<file path="config.mk">
export PLATFORM = sky130hd
export DESIGN_NAME = mem1_lsu
export DESIGN_NICKNAME = d
export VERILOG_FILES = /design/src/rtl/mem1_lsu.sv
export SDC_FILE = /design/constraint.sdc
export NUM_CORES = 1
export LEC_CHECK = 0
export CAP_MARGIN = 20
export CORE_ASPECT_RATIO = 0.8
export CORE_MARGIN = 4
export CORE_UTILIZATION = 39
export DETAILED_ROUTE_END_ITERATION = 7
export GPL_ROUTABILITY_DRIVEN = 0
export PLACE_DENSITY = 0.81
export SYNTH_ARGS = -nofsm -noshare
export SYNTH_HDL_FRONTEND = slang
export SYNTH_SLANG_ARGS = --single-unit
</file>
<file path="constraint.sdc">
create_clock -name clk -period 1.91 [get_ports clk]
set_input_delay 0.382 -clock clk [delete_from_list [all_inputs] [get_ports clk]]
set_output_delay 0.382 -clock clk [all_outputs]
set_load 0.01 [all_outputs]
</file>
<file path="src/rtl/mem1_lsu.sv">
// mem1_lsu: registered MEM1 stage between MEM0 and MEM2.
// Issues load/store requests on a ready/valid data-memory channel, builds
// store byte strobes and lane-replicated write data, and keeps a request on
// the channel until it is accepted, even if the instruction is flushed.
// Optional feature macro: MEM1_ALIGN_CHECK_EN (trap misaligned half/word
// accesses as ale instead of issuing them).

// Checker: a presented request must stay put until it is accepted, and the
// stage never offers a result to MEM2 while a request is outstanding.
module mem1_lsu_chk #(
  parameter int REQ_W = 72
) (
  input logic             clk,
  input logic             rst_n,
  input logic             i_req_valid,
  input logic             i_req_ready,
  input logic [REQ_W-1:0] i_req_fields,
  input logic             i_valid_o
);

  a_req_hold: assert property (@(posedge clk) disable iff (!rst_n)
    (i_req_valid && !i_req_ready) |=> (i_req_valid && $stable(i_req_fields)));

  a_req_excl: assert property (@(posedge clk) disable iff (!rst_n)
    !(i_req_valid && i_valid_o));

endmodule

module mem1_lsu #(
  parameter int DATA_W = 32,
  parameter int ADDR_W = 32,
  parameter int DEST_W = 5,
  parameter int IN_W   = 6 + 2*DATA_W + DEST_W + 1 + ADDR_W,
  parameter int OUT_W  = 1 + 6 + DATA_W + DEST_W + 1 + ADDR_W
) (
  input  logic                   clk,
  input  logic                   rst_n,
  input  logic [IN_W-1:0]        mem02mem1_bus_i,
  input  logic                   ctl_mem1_valid_i,
  output logic                   ctl_mem1_allowin_o,
  output logic [OUT_W-1:0]       mem12mem2_bus_o,
  output logic                   ctl_mem1_valid_o,
  input  logic                   ctl_mem2_allowin_i,
  input  logic                   ctl_mem1_flush_i,
  output logic                   dmem_req_valid_o,
  input  logic                   dmem_req_ready_i,
  output logic                   dmem_req_we_o,
  output logic [ADDR_W-1:0]      dmem_req_addr_o,
  output logic [2:0]             dmem_req_size_o,
  output logic [DATA_W/8-1:0]    dmem_req_wstrb_o,
  output logic [DATA_W-1:0]      dmem_req_wdata_o,
  output logic [DEST_W-1:0]      ctl_mem1_dest_o,
  output logic [ADDR_W-1:0]      ctl_mem1_pc_o,
  output logic                   ctl_mem1_ls_o
);

  localparam int STRB_W = DATA_W / 8;
  localparam int OFF_W  = $clog2(STRB_W);

  // Input bus field positions (LSB of each field).
  localparam int WE_BIT   = ADDR_W;
  localparam int DEST_LSB = ADDR_W + 1;
  localparam int ST_LSB   = DEST_LSB + DEST_W;
  localparam int RES_LSB  = ST_LSB + DATA_W;
  localparam int CTL_LSB  = RES_LSB + DATA_W;

  typedef enum logic [1:0] {
    S_EMPTY = 2'd0,
    S_REQ   = 2'd1,
    S_DONE  = 2'd2
  } state_t;

  // Store byte strobes: size code 4 = byte, 2 = half, 1 = word.
  function automatic logic [STRB_W-1:0] f_strb(input logic [2:0] size,
                                                input logic [OFF_W-1:0] off);
    logic [STRB_W-1:0] base;
    case (size)
      3'd4:    base = STRB_W'(1'b1);
      3'd2:    base = STRB_W'(2'b11);
      3'd1:    base = STRB_W'(4'hF);
      default: base = {STRB_W{1'b0}};
    endcase
    return base << off;
  endfunction

  // Store data replicated across every lane of the access size.
  function automatic logic [DATA_W-1:0] f_wdata(input logic [2:0] size,
                                                 input logic [DATA_W-1:0] st);
    logic [DATA_W-1:0] d;
    case (size)
      3'd4:    d = {STRB_W{st[7:0]}};
      3'd2:    d = {(STRB_W/2){st[15:0]}};
      3'd1:    d = {(DATA_W/32){st[31:0]}};
      default: d = st;
    endcase
    return d;
  endfunction

  // Unpacked input payload.
  logic [5:0]        w_in_ctrl;
  logic [DATA_W-1:0] w_in_result;
  logic [DATA_W-1:0] w_in_st;
  logic [DEST_W-1:0] w_in_wdest;
  logic              w_in_we;
  logic [ADDR_W-1:0] w_in_pc;
  logic              w_in_ls;
  logic              w_in_ale;
  logic              w_capture;
  state_t            w_cap_state;

  assign w_in_ctrl   = mem02mem1_bus_i[CTL_LSB +: 6];
  assign w_in_result = mem02mem1_bus_i[RES_LSB +: DATA_W];
  assign w_in_st     = mem02mem1_bus_i[ST_LSB +: DATA_W];
  assign w_in_wdest  = mem02mem1_bus_i[DEST_LSB +: DEST_W];
  assign w_in_we     = mem02mem1_bus_i[WE_BIT];
  assign w_in_pc     = mem02mem1_bus_i[ADDR_W-1:0];
  assign w_in_ls     = w_in_ctrl[5] | w_in_ctrl[4];

`ifdef MEM1_ALIGN_CHECK_EN
  // A word only needs 4-byte alignment, so on 64-bit data the upper word
  // lane (addr[2] = 1) is a legal target.
  assign w_in_ale = w_in_ls &&
                    (((w_in_ctrl[2:0] == 3'd2) && w_in_result[0]) ||
                     ((w_in_ctrl[2:0] == 3'd1) && (w_in_result[1:0] != 2'b00)));
`else
  assign w_in_ale = 1'b0;
`endif

  // Held state and payload.
  state_t            r_state;
  state_t            w_state_nxt;
  logic              r_killed;
  logic              w_killed_nxt;
  logic [5:0]        r_ctrl;
  logic [DATA_W-1:0] r_result;
  logic [DEST_W-1:0] r_wdest;
  logic              r_we;
  logic [ADDR_W-1:0] r_pc;
  logic              r_ale;
  logic [STRB_W-1:0] r_wstrb;
  logic [DATA_W-1:0] r_wdata;
  logic              w_in_req;
  logic              w_we_out;

  assign ctl_mem1_allowin_o = (r_state == S_EMPTY) ||
                              ((r_state == S_DONE) && ctl_mem2_allowin_i);
  assign w_capture   = ctl_mem1_valid_i && ctl_mem1_allowin_o && !ctl_mem1_flush_i;
  assign w_cap_state = (w_in_ls && !w_in_ale) ? S_REQ : S_DONE;

  // Next-state and killed-flag decode.
  always_comb begin
    w_state_nxt  = r_state;
    w_killed_nxt = 1'b0;
    case (r_state)
      S_EMPTY: begin
        if (w_capture) begin
          w_state_nxt = w_cap_state;
        end else begin
          w_state_nxt = S_EMPTY;
        end
      end
      S_REQ: begin
        if (dmem_req_ready_i) begin
          // A flushed request still completes, but its result is dropped.
          if (r_killed || ctl_mem1_flush_i) begin
            w_state_nxt = S_EMPTY;
          end else begin
            w_state_nxt = S_DONE;
          end
          w_killed_nxt = 1'b0;
        end else begin
          w_state_nxt  = S_REQ;
          w_killed_nxt = r_killed || ctl_mem1_flush_i;
        end
      end
      S_DONE: begin
        if (ctl_mem1_flush_i) begin
          w_state_nxt = S_EMPTY;
        end else if (ctl_mem2_allowin_i) begin
          if (w_capture) begin
            w_state_nxt = w_cap_state;
          end else begin
            w_state_nxt = S_EMPTY;
          end
        end else begin
          w_state_nxt = S_DONE;
        end
      end
      default: begin
        w_state_nxt  = S_EMPTY;
        w_killed_nxt = 1'b0;
      end
    endcase
  end

  // State and killed-flag registers.
  always_ff @(posedge clk or negedge rst_n) begin
    if (!rst_n) begin
      r_state  <= S_EMPTY;
      r_killed <= 1'b0;
    end else begin
      r_state  <= w_state_nxt;
      r_killed <= w_killed_nxt;
    end
  end

  // Payload capture; request strobes/data are precomputed so the channel
  // outputs come straight from flops while the request is stalled.
  always_ff @(posedge clk or negedge rst_n) begin
    if (!rst_n) begin
      r_ctrl   <= 6'd0;
      r_result <= {DATA_W{1'b0}};
      r_wdest  <= {DEST_W{1'b0}};
      r_we     <= 1'b0;
      r_pc     <= {ADDR_W{1'b0}};
      r_ale    <= 1'b0;
      r_wstrb  <= {STRB_W{1'b0}};
      r_wdata  <= {DATA_W{1'b0}};
    end else if (w_capture) begin
      r_ctrl   <= w_in_ctrl;
      r_result <= w_in_result;
      r_wdest  <= w_in_wdest;
      r_we     <= w_in_we;
      r_pc     <= w_in_pc;
      r_ale    <= w_in_ale;
      r_wstrb  <= w_in_ctrl[4] ? f_strb(w_in_ctrl[2:0], w_in_result[OFF_W-1:0])
                               : {STRB_W{1'b0}};
      r_wdata  <= w_in_ctrl[4] ? f_wdata(w_in_ctrl[2:0], w_in_st)
                               : {DATA_W{1'b0}};
    end else begin
      r_ctrl   <= r_ctrl;
      r_result <= r_result;
      r_wdest  <= r_wdest;
      r_we     <= r_we;
      r_pc     <= r_pc;
      r_ale    <= r_ale;
      r_wstrb  <= r_wstrb;
      r_wdata  <= r_wdata;
    end
  end

  assign w_in_req = (r_state == S_REQ);
  assign w_we_out = r_we & ~r_ale;

  // Memory channel: only driven while a request is presented.
  assign dmem_req_valid_o = w_in_req;
  assign dmem_req_we_o    = w_in_req & r_ctrl[4];
  assign dmem_req_addr_o  = w_in_req ? ADDR_W'(r_result) : {ADDR_W{1'b0}};
  assign dmem_req_size_o  = w_in_req ? r_ctrl[2:0] : 3'd0;
  assign dmem_req_wstrb_o = w_in_req ? r_wstrb : {STRB_W{1'b0}};
  assign dmem_req_wdata_o = w_in_req ? r_wdata : {DATA_W{1'b0}};

  // MEM2 side and hazard/control outputs.
  assign ctl_mem1_valid_o = (r_state == S_DONE);
  assign mem12mem2_bus_o  = {r_ale, r_ctrl, r_result, r_wdest, w_we_out, r_pc};
  assign ctl_mem1_dest_o  = ((r_state != S_EMPTY) && !r_killed && w_we_out)
                            ? r_wdest : {DEST_W{1'b0}};
  assign ctl_mem1_ls_o    = (r_state != S_EMPTY) && (r_ctrl[5] | r_ctrl[4]);
  assign ctl_mem1_pc_o    = r_pc;

  mem1_lsu_chk #(
    .REQ_W(1 + ADDR_W + 3 + STRB_W + DATA_W)
  ) u_chk (
    .clk          (clk),
    .rst_n        (rst_n),
    .i_req_valid  (dmem_req_valid_o),
    .i_req_ready  (dmem_req_ready_i),
    .i_req_fields ({dmem_req_we_o, dmem_req_addr_o, dmem_req_size_o,
                    dmem_req_wstrb_o, dmem_req_wdata_o}),
    .i_valid_o    (ctl_mem1_valid_o)
  );

endmodule

</file>
==> results of run 1 <==
==> where the power goes <==
group | internal [mW] | switching [mW] | leakage (nW) | total, mW
Combinational | 1.72 | 1.26 | 2.88 | 2.97
Clock | 1.80 | 1.08 | 0.262 | 2.88
Sequential | 2.91 | 0.393 | 1.46 | 3.31
==> synthesized netlist by cell type, types with 2 or more instances <==
cell type / number / area (um^2)
o21ai_0: 43 / 215
and2_1: 78 / 488
dfrtp_1: 115 / 2880
o22a_1: 9 / 78.8
buf_6: 6 / 67.6
clkbuf_1: 15 / 56.3
nor2_1: 11 / 41.3
inv_1: 2 / 7.51
buf_2: 16 / 80.1
nand2b_1: 4 / 25.0
nand3_1: 9 / 45.0
nand2_1: 271 / 1020
mux2i_1: 8 / 80.1
o21ai_1: 11 / 55.1
buf_4: 35 / 263
nor3b_1: 2 / 15.0
==> path summary, 6_finish.rpt <==
kind,startpoint,endpoint,slack [ns],cells past startpoint
min in group clk,r_wdata[2],r_wdata[2],0.47,2
max,r_state[0],dmem_req_wdata_o[31],-0.16,7
max in group asynchronous,rst_n,r_wdata[4],0.81,3
min reg2reg,r_wdata[2],r_wdata[2],0.47,2
max reg2reg,r_state[1],r_wdata[21],0.10,6
min,rst_n,r_wdata[24],0.47,2
==> per-stage QoR <==
| stage | utilization, % | setup WS [ns] |
|---|---|---|
| after CTS | 67.1 | -0.179 |
| after detailed placement | 63.7 | -0.260 |
| after global routing | 69.3 | -0.214 |
| final | 69.3 | -0.157 |
| after global placement | 63.7 | -0.207 |
| after floorplan | - | 0.318 |
==> per-layer routing <==
layer / vias up / routed length (um)
li1: 2606 / -
met1: 2579 / 7960
met2: 255 / 9780
met3: 24 / 1530
met4: 0 / 385
met5: - / 0
==> area by class of cell <==
type                       instances  area [um^2]
multi-input combinational        460         2360
inverter                           3         23.8
sequential                       115         2880
fill                            1080         4220
clock inverter                    11         87.6
tap                              180          225
clock buffer                      21          450
timing repair buffer             350         3490
==> worst reg2reg max path: stages, from the launching register on <==
cell and delay, ns:
dfrtp_1 0.42, buf_4 0.15, nor2b_4 0.12, or4b_4 0.60, buf_4 0.24, nand2_1 0.09
o21ai_0 0.07
==> registers in the layout (all words and copies together), names as in the netlist <==
name and count:
r_state 2, r_ctrl 6, r_result 32, r_wdata 32, r_wdest 5, r_we 1
r_killed 1, r_wstrb 4, ctl_mem1_pc_o 32
==> kinds of logic after synthesis <==
group / Yosys count / share of synthesized area (%)
multiplexers: 8 / 1.44
AO/OA/AOI/OAI: 70 / 7.53
XOR/XNOR: 1 / 0.158
flip-flops: 115 / 51.9
other: 1 / 0.0676
AND/OR/NAND/NOR: 380 / 30.3
buffers and inverters: 75 / 8.62
==> what timing repair did <==
action                     CTS  global route
hold buffers                 1             0
pin swaps                    9            12
resized for setup          353            85
buffers inserted             5             4
cloned                       3             1
hold endpoints to repair    25             0
setup endpoints to repair   81            86
==> results_dict.tcl, run 1 <==
set metrics [dict create \
    status "complete, but fails checks" \
    failing_checks "negative setup slack" \
    cts.root.buffer_cell "clkbuf_16" \
    cts_tree "done" \
    postSynthCellCount 650 \
    synth.yosys.warnings 0 \
    area_delta_synth_final_pct 71.5 \
    grt_setup_unrepaired "true" \
    synth_fp_nets 764 \
    clock_tree.buffer_depth 2 \
    peak_supply_drop_uv 625 \
    worstSetupPathType "flip-flop to primary output" \
    layout-drive-gt1-share_pct 23.0 \
    critPathBufInv 5 \
    finish.cell_count_without_fillers 1140 \
    worst_slack_ns -0.157 \
    route.detailed.wl_per_inst_um 17.2 \
    commonest_cells_after_routing_fill_and_taps_aside "nand2_1 (270), clkdlybuf4s50_1 (220), dfrtp_1 (115)" \
    dr.first_iter.drc_count 284 \
    hold_violations 0 \
    timing.critical_path.required_ns 1.53 \
    crit_path_max_fanout 11 \
    clock.fmax_mhz 484 \
    detail_route.first_pass.iterations 5 \
    remaining_number_of_nets_flagged_by_the_antenna_check_after_routing 0 \
    synth_enable_flop_cells 0 \
    route.vias.total 5464 \
    critical_path.max_stage_delay_ns 0.41 \
    insertion_delay_ns 0.40 \
    core-area_um2 13700 \
    max_cap_viol_count 0 \
    dp.cells 1098 \
    power.total_mw 9.16 \
    post-route-period-util_pct 108 \
    port_buffers 302 \
    skew_ns 0.0130 \
    final_common_cell "nand2_1" \
    design.portCount 304 \
    global_route.overflow_total 0 \
    worst_setup_path_end_kind "primary output" \
    register_bit_total_from_synthesis 115 \
    ys_async_sr_fraction_pct 100 \
    vias_per_inst 4.79 \
    post-route-min-period_ns 2.07 \
    drc 0 \
    detailed_place.area_um2 8750 \
    crit_path_top_delay_cell "dfrtp_1" \
    chipWidth_um 141 \
    yosysUniqueCellTypes 31 \
    worstHoldPathType "input pin to async pin" \
    crit_top_cell "buf_12" \
    grt_util_met1_pct 30.3 \
    yosysSeqAreaShare_pct 51.9 \
    finalSetupViolations 61 \
    finish.net_count 1061 \
    power.static_leakage_nw 4.60 \
    cp_data_arrival_time_ns 1.68 \
    power.density_cell_area_nw_per_um2 963 \
    die_area_um2 16200 \
    final_total_negative_setup_slack_ns -4.11 \
    clock-sinks 115 \
    globalRouteMet2Util_pct 39.3 \
    post_synth_instance_area_um2 5550 \
    hold_slack_ns 0.468 \
    grt_max_degree 54 \
    clkTransAtPathRegs_ns 0.05 \
    number_of_global_route_vias_before_repair 5562 \
    final_cell_area_um2 9520 \
    cts_htree_levels 4 \
    finalMaxSlewViolations 0 \
    antenna_found_initial 0 \
    floorplan.rows 38 \
    globalRouteMet3Util_pct 6.97 \
    setup.worst_path.start_class "flip-flop" \
    largest_delay_share_family_worst_path "buffers and inverters" \
    global_route.usage.total_pct 23.7 \
    n_antenna_cell 0 \
    synthFlopType "dfrtp_1" \
    global_route.peak_usage_layer "met2" \
    tritoncts.num_buffers 17 \
    place_hpwl_um 14000 \
    crit_chain "buf_6 -> nand2b_4 -> clkinv_8 -> buf_12 -> buf_12 -> and2_1 -> buf_2" \
    synthesis.area_per_instance_um2 8.54 \
    postRouteWirelength_um 19700 \
    initial_core_utilization_pct 40.4 \
    grt_pass1_wl_um 30400 \
    die_h_um 115 \
]
No activity file was read; power rests on OpenSTA's default activity.
==> run 2: changes to the inputs <==
CORE_UTILIZATION = 25   (was 39)
DONT_BUFFER_PORTS = 1   (was not set)
MAX_ROUTING_LAYER = met4   (was not set)
PLACE_DENSITY = not set   (was 0.81)
==> run 2 against run 1 <==
Compared with the run above:
- the run ends with negative hold slack left
- non-clock buffer count decreased by 332
- sequential power increased by 8.8%
- clock skew decreased by 0.0083 ns
- die area increased by 52%
- first-iteration DRC count decreased by 14%
- utilization decreased by 40 points
- routed wire length decreased by 13%
- via count decreased by 23%
- sequential share of layout area increased by 14 points
- largest cell class is now flip-flops and latches
- highest routed layer unchanged
==> results_dict.tcl, run 2 (same netlist as run 1, synthesis figures left out) <==
set metrics [dict create \
    grt_setup_unrepaired "true" \
    clock-sinks 115 \
    power.static_leakage_nw 3.11 \
    cts_htree_levels 4 \
    chipWidth_um 175 \
    finalSetupViolations 0 \
    commonest_cells_after_routing_fill_and_taps_aside "nand2_1 (270), dfrtp_1 (114), and2_1 (52)" \
    crit_top_cell "buf_4" \
    detail_route.first_pass.iterations 4 \
    place_hpwl_um 11700 \
    critical_path.max_stage_delay_ns 0.38 \
    cts.root.buffer_cell "clkbuf_16" \
    finish.net_count 729 \
    remaining_number_of_nets_flagged_by_the_antenna_check_after_routing 0 \
    failing_checks "negative hold slack" \
    clock.fmax_mhz 543 \
    timing.critical_path.required_ns 1.53 \
    worstSetupPathType "flip-flop to primary output" \
    grt_max_degree 116 \
    crit_path_max_fanout 5 \
    crit_chain "buf_4 -> nor2_4 -> nor3b_2 -> buf_4 -> and2_1" \
    cts_tree "done" \
    global_route.overflow_total 0 \
    power.density_cell_area_nw_per_um2 1260 \
    crit_path_top_delay_cell "dfrtp_1" \
    worstHoldPathType "input pin to async pin" \
    route.vias.total 4217 \
    insertion_delay_ns 0.41 \
    worst_setup_path_end_kind "primary output" \
    drc 0 \
    clock_tree.buffer_depth 2 \
    global_route.usage.total_pct 13.9 \
    post-route-min-period_ns 1.84 \
    tritoncts.num_buffers 17 \
    number_of_global_route_vias_before_repair 4263 \
    status "complete, but fails checks" \
    finalMaxSlewViolations 0 \
    grt_pass1_wl_um 25900 \
    setup.worst_path.start_class "flip-flop" \
    cp_data_arrival_time_ns 1.46 \
    worst_slack_ns 0.0674 \
    floorplan.rows 48 \
    route.detailed.wl_per_inst_um 18.3 \
    postRouteWirelength_um 17000 \
    post-route-period-util_pct 96.5 \
    skew_ns 0.00472 \
    area_delta_synth_final_pct 16.2 \
    final_total_negative_setup_slack_ns 0 \
    core-area_um2 21700 \
    dp_worst_setup_slack_ns 0.201 \
    die_area_um2 24700 \
    hold_slack_ns -0.336 \
    clkTransAtPathRegs_ns 0.06 \
    dr.first_iter.drc_count 244 \
    finish.utilization_pct 29.7 \
    vias_per_inst 4.54 \
    initial_core_utilization_pct 25.6 \
    port_buffers 0 \
    max_cap_viol_count 0 \
    hold_violations 115 \
    layout-drive-gt1-share_pct 13.7 \
    power.total_mw 8.14 \
    final_common_cell "nand2_1" \
    design.portCount 304 \
    antenna_found_initial 0 \
    timing.critical_path.from "r_state[1]" \
    worstReg2RegStart "r_state[0]" \
    n_antenna_cell 0 \
    die_h_um 141 \
    peak_supply_drop_uv 370 \
]
run 2: cell types whose count changed in the layout (fill, tap and decap cells not counted), sizes merged:
cell	previous run	this run
dlygate4sd2	2	0
inv	2	3
bufinv	1	5
clkdlybuf4s50	220	0
clkinv	8	6
clkbuf	24	18
buf	124	17
run 2: worst paths after layout:
kind                                       to  slack [ns]  cells past startpoint
max in group asynchronous          r_wdest[1]        2.08                      0
min                               r_wdata[24]       -0.34                      0
min reg2reg                        r_wdata[3]        0.46                      2
max                        ctl_mem1_dest_o[2]        0.07                      5
max reg2reg                        r_wstrb[2]        0.09                      4
min in group clk                     r_killed        0.05                      1
run 2: layout make-up:
cell class / count / area [um^2]
Clock inverter: 14 / 210
Clock buffer: 18 / 439
Fill cell: 2276 / 15200
Tap cell: 300 / 375
Timing Repair Buffer: 18 / 236
Inverter: 3 / 18.8
Multi-Input combinational cell: 460 / 2290
Sequential cell: 115 / 2880
run 2: repair_timing:
item	4_1_cts	5_1_grt
buffers inserted	4	0
gates cloned	2	0
hold endpoints to repair	115	116
setup endpoints to repair	77	33
gates resized for setup	34	8
pin swaps	1	1
run 2: critical path: cells and delay by family (launching register included):
kind / cells / cell delay [ns]
AND/OR/NAND/NOR: 3 / 0.36
buffers and inverters: 2 / 0.31
flip-flops: 1 / 0.38
run 2: per-layer routing:
| metal | routed length [um] | share of wire (%) | vias up | GRT usage (%) |
|---|---|---|---|---|
| met5 | 0 | 0 | - | - |
| met4 | 165 | 0.97 | 0 | 3.97 |
| met3 | 1670 | 9.8 | 12 | 5.36 |
| met2 | 7890 | 46 | 233 | 20.9 |
| met1 | 7300 | 43 | 2029 | 17.7 |
| li1 | - | - | 1943 | - |
run 2: through the flow:
step                      area, um^2  std cells
after detailed placement        5610        890
final                           6450        928
after CTS                       6440        928
after global placement          5610        890
after global routing            6450        928
after floorplan                 5550        650
run 2: where the power goes:
part | internal, mW | total [mW] | switching (mW)
clock | 2.34 | 3.52 | 1.18
combinational | 0.419 | 1.02 | 0.601
sequential | 2.91 | 3.60 | 0.693
total | 5.67 | 8.14 | 2.47
